==> src/rtl/clock_disp_pkg.sv <==
// Shared constants for the multiplexed clock display: segment patterns, digit positions
// and the binary-to-BCD helper.
package clock_disp_pkg;

   // Segment bit order {dp,g,f,e,d,c,b,a}, active high.
   localparam logic [7:0] SEG_DIGIT [0:9] = '{
      8'h3F, 8'h06, 8'h5B, 8'h4F, 8'h66, 8'h6D, 8'h7D, 8'h07, 8'h7F, 8'h6F
   };
   localparam logic [7:0] SEG_DASH  = 8'h40;
   localparam logic [7:0] SEG_BLANK = 8'h00;

   // Display digit indices, 7 = leftmost, for the "hh-mm-ss" layout.
   localparam logic [2:0] DIG_S0   = 3'd0;
   localparam logic [2:0] DIG_S1   = 3'd1;
   localparam logic [2:0] DIG_SEP0 = 3'd2;
   localparam logic [2:0] DIG_M0   = 3'd3;
   localparam logic [2:0] DIG_M1   = 3'd4;
   localparam logic [2:0] DIG_SEP1 = 3'd5;
   localparam logic [2:0] DIG_H0   = 3'd6;
   localparam logic [2:0] DIG_H1   = 3'd7;

   // Display digit indices for the right-aligned "hhmmss" layout.
   localparam logic [2:0] DIGN_S0 = 3'd0;
   localparam logic [2:0] DIGN_S1 = 3'd1;
   localparam logic [2:0] DIGN_M0 = 3'd2;
   localparam logic [2:0] DIGN_M1 = 3'd3;
   localparam logic [2:0] DIGN_H0 = 3'd4;
   localparam logic [2:0] DIGN_H1 = 3'd5;

   typedef struct packed {
      logic [3:0] code;
      logic       blank;
      logic       dash;
   } digit_t;

   localparam digit_t DIGIT_OFF  = '{code: 4'd0, blank: 1'b1, dash: 1'b0};
   localparam digit_t DIGIT_DASH = '{code: 4'd0, blank: 1'b0, dash: 1'b1};

   // Packs a 0..63 value as {tens, ones}.
   function automatic logic [7:0] bin2bcd(input logic [5:0] v);
      return {4'(v / 6'd10), 4'(v % 6'd10)};
   endfunction

endpackage

==> src/rtl/seg7_encode.sv <==
// Maps one display digit (BCD code plus blank/dash flags) onto 7-segment drive.
module seg7_encode
   import clock_disp_pkg::*;
(
   input  logic [3:0] code_i,
   input  logic       blank_i,
   input  logic       dash_i,
   output logic [7:0] seg_o
);

   always_comb begin
      seg_o = SEG_BLANK;
      if (blank_i) begin
         seg_o = SEG_BLANK;
      end else if (dash_i) begin
         seg_o = SEG_DASH;
      end else if (code_i <= 4'd9) begin
         seg_o = SEG_DIGIT[code_i];
      end
   end

endmodule

==> src/rtl/clock_display_ctrl.sv <==
// Two-bank, 8-digit multiplexed time display with 12/24-hour form and a blinking
// edit cursor.
module clock_display_ctrl
   import clock_disp_pkg::*;
#(
   parameter int unsigned CLK_HZ   = 50_000_000,
   parameter int unsigned SCAN_HZ  = 1000,
   parameter int unsigned BLINK_HZ = 2,
   parameter bit          SEP_EN   = 1'b1
) (
   input  logic       clk,
   input  logic       rst,
   input  logic [5:0] hours,
   input  logic [5:0] minutes,
   input  logic [5:0] seconds,
   input  logic [2:0] pos,
   input  logic       set_mod,
   input  logic       mode_12h,
   output logic [3:0] left_wei,
   output logic [3:0] right_wei,
   output logic [7:0] left_duan,
   output logic [7:0] right_duan
);

   localparam int unsigned ScanDiv  = (CLK_HZ / SCAN_HZ > 0) ? CLK_HZ / SCAN_HZ : 1;
   localparam int unsigned HalfDiv  = (CLK_HZ / (2 * BLINK_HZ) > 0) ?
                                      CLK_HZ / (2 * BLINK_HZ) : 1;
   localparam int unsigned ScanW    = (ScanDiv > 1) ? $clog2(ScanDiv) : 1;
   localparam int unsigned BlinkW   = (HalfDiv > 1) ? $clog2(HalfDiv) : 1;
   localparam logic [ScanW-1:0]  ScanLast  = ScanW'(ScanDiv - 1);
   localparam logic [BlinkW-1:0] BlinkLast = BlinkW'(HalfDiv - 1);

   logic [ScanW-1:0]  scan_cnt_q, scan_cnt_d;
   logic [BlinkW-1:0] blink_cnt_q, blink_cnt_d;
   logic [1:0]        idx_q, idx_d;
   logic              phase_q, phase_d;
   logic [3:0]        wei_q, wei_d;
   logic [7:0]        lduan_q, lduan_d, rduan_q, rduan_d;
   logic [7:0]        hr_bcd_q, hr_bcd_d, min_bcd_q, min_bcd_d, sec_bcd_q, sec_bcd_d;
   logic              h1_blank_q, h1_blank_d;
   logic              scan_tick;
   logic [5:0]        hr_adj;
   digit_t            disp [8];
   digit_t            l_dig, r_dig;
   logic [2:0]        lsel, rsel, edit_dig;
   logic              edit_valid, blink_off;

   // Counters and scan index.
   always_comb begin
      scan_tick  = (scan_cnt_q == ScanLast);
      scan_cnt_d = scan_tick ? '0 : scan_cnt_q + 1'b1;
      idx_d      = scan_tick ? idx_q + 2'd1 : idx_q;
      wei_d      = 4'b0001 << idx_d;

      // Counter parked at 0 outside edit mode so a fresh edit starts a full visible half-period.
      blink_cnt_d = '0;
      phase_d     = 1'b1;
      if (set_mod) begin
         phase_d = phase_q;
         if (blink_cnt_q == BlinkLast) begin
            blink_cnt_d = '0;
            phase_d     = ~phase_q;
         end else begin
            blink_cnt_d = blink_cnt_q + 1'b1;
         end
      end
   end

   // Hour form and BCD conversion.
   always_comb begin
      hr_adj = hours;
      if (mode_12h) begin
         if (hours == 6'd0) begin
            hr_adj = 6'd12;
         end else if (hours >= 6'd13 && hours <= 6'd23) begin
            hr_adj = hours - 6'd12;
         end
      end
      hr_bcd_d   = bin2bcd(hr_adj);
      min_bcd_d  = bin2bcd(minutes);
      sec_bcd_d  = bin2bcd(seconds);
      h1_blank_d = mode_12h && (hr_bcd_d[7:4] == 4'd0);
   end

   // Digit layout and edit cursor position.
   always_comb begin
      for (int i = 0; i < 8; i++) begin
         disp[i] = DIGIT_OFF;
      end
      edit_valid = (pos <= 3'd5);
      edit_dig   = pos;
      if (SEP_EN) begin
         disp[DIG_H1]   = '{code: hr_bcd_q[7:4], blank: h1_blank_q, dash: 1'b0};
         disp[DIG_H0]   = '{code: hr_bcd_q[3:0], blank: 1'b0, dash: 1'b0};
         disp[DIG_SEP1] = DIGIT_DASH;
         disp[DIG_M1]   = '{code: min_bcd_q[7:4], blank: 1'b0, dash: 1'b0};
         disp[DIG_M0]   = '{code: min_bcd_q[3:0], blank: 1'b0, dash: 1'b0};
         disp[DIG_SEP0] = DIGIT_DASH;
         disp[DIG_S1]   = '{code: sec_bcd_q[7:4], blank: 1'b0, dash: 1'b0};
         disp[DIG_S0]   = '{code: sec_bcd_q[3:0], blank: 1'b0, dash: 1'b0};
         case (pos)
            3'd0:    edit_dig = DIG_S0;
            3'd1:    edit_dig = DIG_S1;
            3'd2:    edit_dig = DIG_M0;
            3'd3:    edit_dig = DIG_M1;
            3'd4:    edit_dig = DIG_H0;
            3'd5:    edit_dig = DIG_H1;
            default: edit_dig = DIG_S0;
         endcase
      end else begin
         disp[DIGN_H1] = '{code: hr_bcd_q[7:4], blank: h1_blank_q, dash: 1'b0};
         disp[DIGN_H0] = '{code: hr_bcd_q[3:0], blank: 1'b0, dash: 1'b0};
         disp[DIGN_M1] = '{code: min_bcd_q[7:4], blank: 1'b0, dash: 1'b0};
         disp[DIGN_M0] = '{code: min_bcd_q[3:0], blank: 1'b0, dash: 1'b0};
         disp[DIGN_S1] = '{code: sec_bcd_q[7:4], blank: 1'b0, dash: 1'b0};
         disp[DIGN_S0] = '{code: sec_bcd_q[3:0], blank: 1'b0, dash: 1'b0};
      end
   end

   // Bank bit 0 is the leftmost digit, so scan index k selects digit 7-k / 3-k.
   always_comb begin
      lsel      = {1'b1, ~idx_d};
      rsel      = {1'b0, ~idx_d};
      blink_off = set_mod && !phase_d && edit_valid;
      l_dig     = disp[lsel];
      r_dig     = disp[rsel];
      if (blink_off && edit_dig == lsel) begin
         l_dig.blank = 1'b1;
      end
      if (blink_off && edit_dig == rsel) begin
         r_dig.blank = 1'b1;
      end
   end

   seg7_encode u_left_enc (
      .code_i  (l_dig.code),
      .blank_i (l_dig.blank),
      .dash_i  (l_dig.dash),
      .seg_o   (lduan_d)
   );

   seg7_encode u_right_enc (
      .code_i  (r_dig.code),
      .blank_i (r_dig.blank),
      .dash_i  (r_dig.dash),
      .seg_o   (rduan_d)
   );

   always_ff @(posedge clk or posedge rst) begin
      if (rst) begin
         scan_cnt_q  <= '0;
         blink_cnt_q <= '0;
         idx_q       <= 2'd0;
         phase_q     <= 1'b1;
         wei_q       <= 4'b0001;
         lduan_q     <= SEG_BLANK;
         rduan_q     <= SEG_BLANK;
         hr_bcd_q    <= 8'h00;
         min_bcd_q   <= 8'h00;
         sec_bcd_q   <= 8'h00;
         h1_blank_q  <= 1'b0;
      end else begin
         scan_cnt_q  <= scan_cnt_d;
         blink_cnt_q <= blink_cnt_d;
         idx_q       <= idx_d;
         phase_q     <= phase_d;
         wei_q       <= wei_d;
         lduan_q     <= lduan_d;
         rduan_q     <= rduan_d;
         hr_bcd_q    <= hr_bcd_d;
         min_bcd_q   <= min_bcd_d;
         sec_bcd_q   <= sec_bcd_d;
         h1_blank_q  <= h1_blank_d;
      end
   end

   assign left_wei   = wei_q;
   assign right_wei  = wei_q;
   assign left_duan  = lduan_q;
   assign right_duan = rduan_q;

endmodule

==> config.mk <==
export PLATFORM = sky130hd
export DESIGN_NAME = clock_display_ctrl
export DESIGN_NICKNAME = d
export VERILOG_FILES = /design/src/rtl/clock_disp_pkg.sv /design/src/rtl/seg7_encode.sv /design/src/rtl/clock_display_ctrl.sv
export SDC_FILE = /design/constraint.sdc
export NUM_CORES = 1
export LEC_CHECK = 0
export BUFFER_PORTS_ARGS = -buffer_cell sky130_fd_sc_hd__buf_2
export CELL_PAD_IN_SITES_DETAIL_PLACEMENT = 1
export CELL_PAD_IN_SITES_GLOBAL_PLACEMENT = 1
export CORE_MARGIN = 4
export CORE_UTILIZATION = 43
export CTS_BUF_LIST = sky130_fd_sc_hd__clkbuf_8
export DETAILED_ROUTE_END_ITERATION = 10
export PLACE_DENSITY_LB_ADDON = 0.25
export SYNTH_ARGS = -nofsm -noshare
export SYNTH_HDL_FRONTEND = slang
export SYNTH_HIERARCHICAL = 1
export SYNTH_SLANG_ARGS = --single-unit
==> constraint.sdc <==
create_clock -name clk -period 2.8 [get_ports clk]
set_input_delay 0.56 -clock clk [delete_from_list [all_inputs] [get_ports clk]]
set_output_delay 0.56 -clock clk [all_outputs]
set_load 0.01 [all_outputs]
==> flow_metrics.tcl <==
set metrics [dict create \
    status "complete, no violations" \
    final_cell_count_no_fill 757 \
    tightestPinTransition_ps 709 \
    crit_path_end_kind "flop" \
    clock_latency_ps 360 \
    overflow 0 \
    dp_slack_ps -345 \
    fin_skew_ps 12.9 \
    hpwl_um 8700 \
    clock-root-buffer "clkbuf_8" \
    top_usage_layer "met2" \
    yosysTopAreaCell "dfrtp_1" \
    yosys_warnings 6 \
    route.detailed.drc 0 \
    min_period_ps 2760 \
    synth_cell_types 72 \
    layout-drive-gt1-share 0.314 \
    drt_wl_total_um 12000 \
    io_pins 49 \
    synthCells 516 \
    use_met1 0.231 \
    grt_pass1_wl_um 20400 \
    worstSetupPathType "flop to flop" \
    start_util 0.445 \
    synthesis.area_sq_um 4880 \
    syn_to_final_growth_pct 24.6 \
    power_density_nw_per_um2 506 \
    die-area_sq_um 13100 \
    finalHoldViolations 0 \
    cts_max_level 3 \
    power.leakage_nw 2.75 \
    cts_sinks 85 \
    final_cell_mix "dfrtp_1 (83), nor2_1 (59), buf_4 (58)" \
    cts_tree "built" \
    coreArea_sq_um 11000 \
    holdBufCountCts 0 \
    critical_path_required_ps 3090 \
    slew_headroom 0.527 \
    nNetsFinal 657 \
    first_pass_iters 4 \
    die_h_um 115 \
    crit_path_max_fanout 6 \
    antenna_found_initial 0 \
    portBuffers 48 \
    max-cap-violations 0 \
    final-setup-viol-count 0 \
    max_freq_mhz 362 \
    routed_via_density 5.25 \
    finalMaxSlewViolations 0 \
    num_vias 3977 \
    peakVddDrop_mv 0.282 \
    wl_per_cell_um 15.9 \
    clk_pin_slew_worst_paths_ps 90 \
    grtUsageMet3 0.0359 \
    rows 38 \
    placedCellCount 733 \
    met2_usage 0.349 \
    fin_util 0.554 \
    layout_commonest_cell "dfrtp_1" \
    async_flop_share 1.00 \
    synthFlopType "dfrtp_1" \
    worstPathArrival_ps 3050 \
    hold_class "input pin to asynchronous set/reset pin" \
    cts_buffers 9 \
    startpoint_type "flop" \
    die-width_um 115 \
    synth.avg_cell_area_sq_um 9.46 \
    syn-num-nets 560 \
    setup_slack_ps 36.4 \
    ys_seq_elements 85 \
    synth.area.top_cells "dfrtp_1 (43%), ha_1 (4.9%), nor2_1 (4.5%)" \
    drt-initial-drc-count 156 \
    grt_max_degree 55 \
    postRouteAntennaNets 0 \
    synth-edff-count 0 \
    grt_pass1_vias 4374 \
    synth_top_area_frac 0.425 \
    place.gp.congestion 0.810 \
    min_period_over_period 0.987 \
    grt_setup_unrepaired "yes" \
    grtUsageTotal 0.191 \
    diodes 0 \
    ys_seq_area_frac 0.436 \
    cts_max_path_buffers 2 \
]
-- synthesized netlist by cell type, drive strengths merged, types with 3 or more instances --
library cell,number
or3,6
mux2i,14
clkbuf,9
mux2,5
nor2b,8
nor4,4
inv,25
a31oi,3
nand3,27
and4,3
nand2b,10
nor3,14
a311oi,3
or2b,3
xnor2,22
nor2,60
a21oi,30
ha,19
and3,7
dfrtp,83
a21o,3
o21ai,24
nor3b,4
nand2,44
and2,6
o21bai,4
nand4,3
a211oi,4
xor2,22
buf,16
-- layer usage --
metal	part of all wire	routed length (um)	vias to the layer above
met5	0	0	-
met4	0.011	134	0
met3	0.030	366	13
met2	0.54	6480	49
met1	0.42	5070	1970
li1	-	-	1945
-- power breakdown --
part | internal, W | switching, W | total, W
logic | 0.000311 | 0.000358 | 0.000668
registers | 0.00131 | 0.0000309 | 0.00134
clock network | 0.000635 | 0.000433 | 0.00107
-- cell families (layout without fill, tap and decap cells) --
group,after synthesis,count (layout),share of synthesized area
compound gates,90,90,0.127
fa+ha+maj,20,20,0.0507
flops,85,85,0.436
xor+xnor,44,44,0.0789
simple gates,206,206,0.212
buf+inv,50,151,0.0502
other cells,2,2,0.00154
mux,19,19,0.0428
-- critical path, stage by stage (launching register included) --
cell,delay [ps]
dfrtp_1,370
ha_2,190
nand3_2,90
nor4_1,210
and3_2,310
buf_6,140
mux2i_1,70
nand2_1,70
o21ai_2,70
a21oi_2,270
buf_4,180
ha_4,130
o21bai_4,60
a211o_4,370
a211oi_2,150
-- flip-flops by register name, indices dropped and copies added (netlist names) --
signal,count
min_bcd_q,7
left_wei,4
scan_cnt_q,16
hr_bcd_q,7
idx_q,2
h1_blank_q,1
blink_cnt_q,24
left_duan,8
sec_bcd_q,7
phase_q,1
right_duan,8
-- stage by stage --
stage	total power, W	instance area, sq um	setup TNS [ps]	hold slack [ps]
after floorplan	0.00173	4890	0	455
after global placement	0.00193	5580	-186	477
after detailed placement	0.00196	5580	-1800	487
after CTS	0.00305	5880	0	220
after global routing	0.00324	6090	-1270	255
final	0.00308	6090	0	214
-- worst paths after layout --
kind                       slack [ps]            from  cells after the start        endpoint
max                                40   scan_cnt_q[1]                     14   right_duan[4]
min                               210             rst                      2   right_duan[7]
max reg2reg                        40   scan_cnt_q[1]                     14   right_duan[4]
min reg2reg                       500  blink_cnt_q[0]                      1  blink_cnt_q[0]
max in group asynchronous        1870             rst                      3     left_wei[0]
min in group clk                  300      minutes[0]                      1    min_bcd_q[0]
-- what timing repair did --
action,4_1_cts,5_1_grt
endpoints found under the setup margin,14,15
pin swaps,6,23
gates resized for setup,13,41
endpoints found under the hold margin,0,0
buffers inserted,1,8
-- layout make-up --
class	count	area, sq um
fillers	1248	4900
multi-input cells	381	2700
flip-flops and latches	85	2130
repair buffers	111	741
well taps	140	175
clock buffers	11	151
clock inverters	4	95.1
inverters	25	95.1
(Power assumes the default switching activity.)
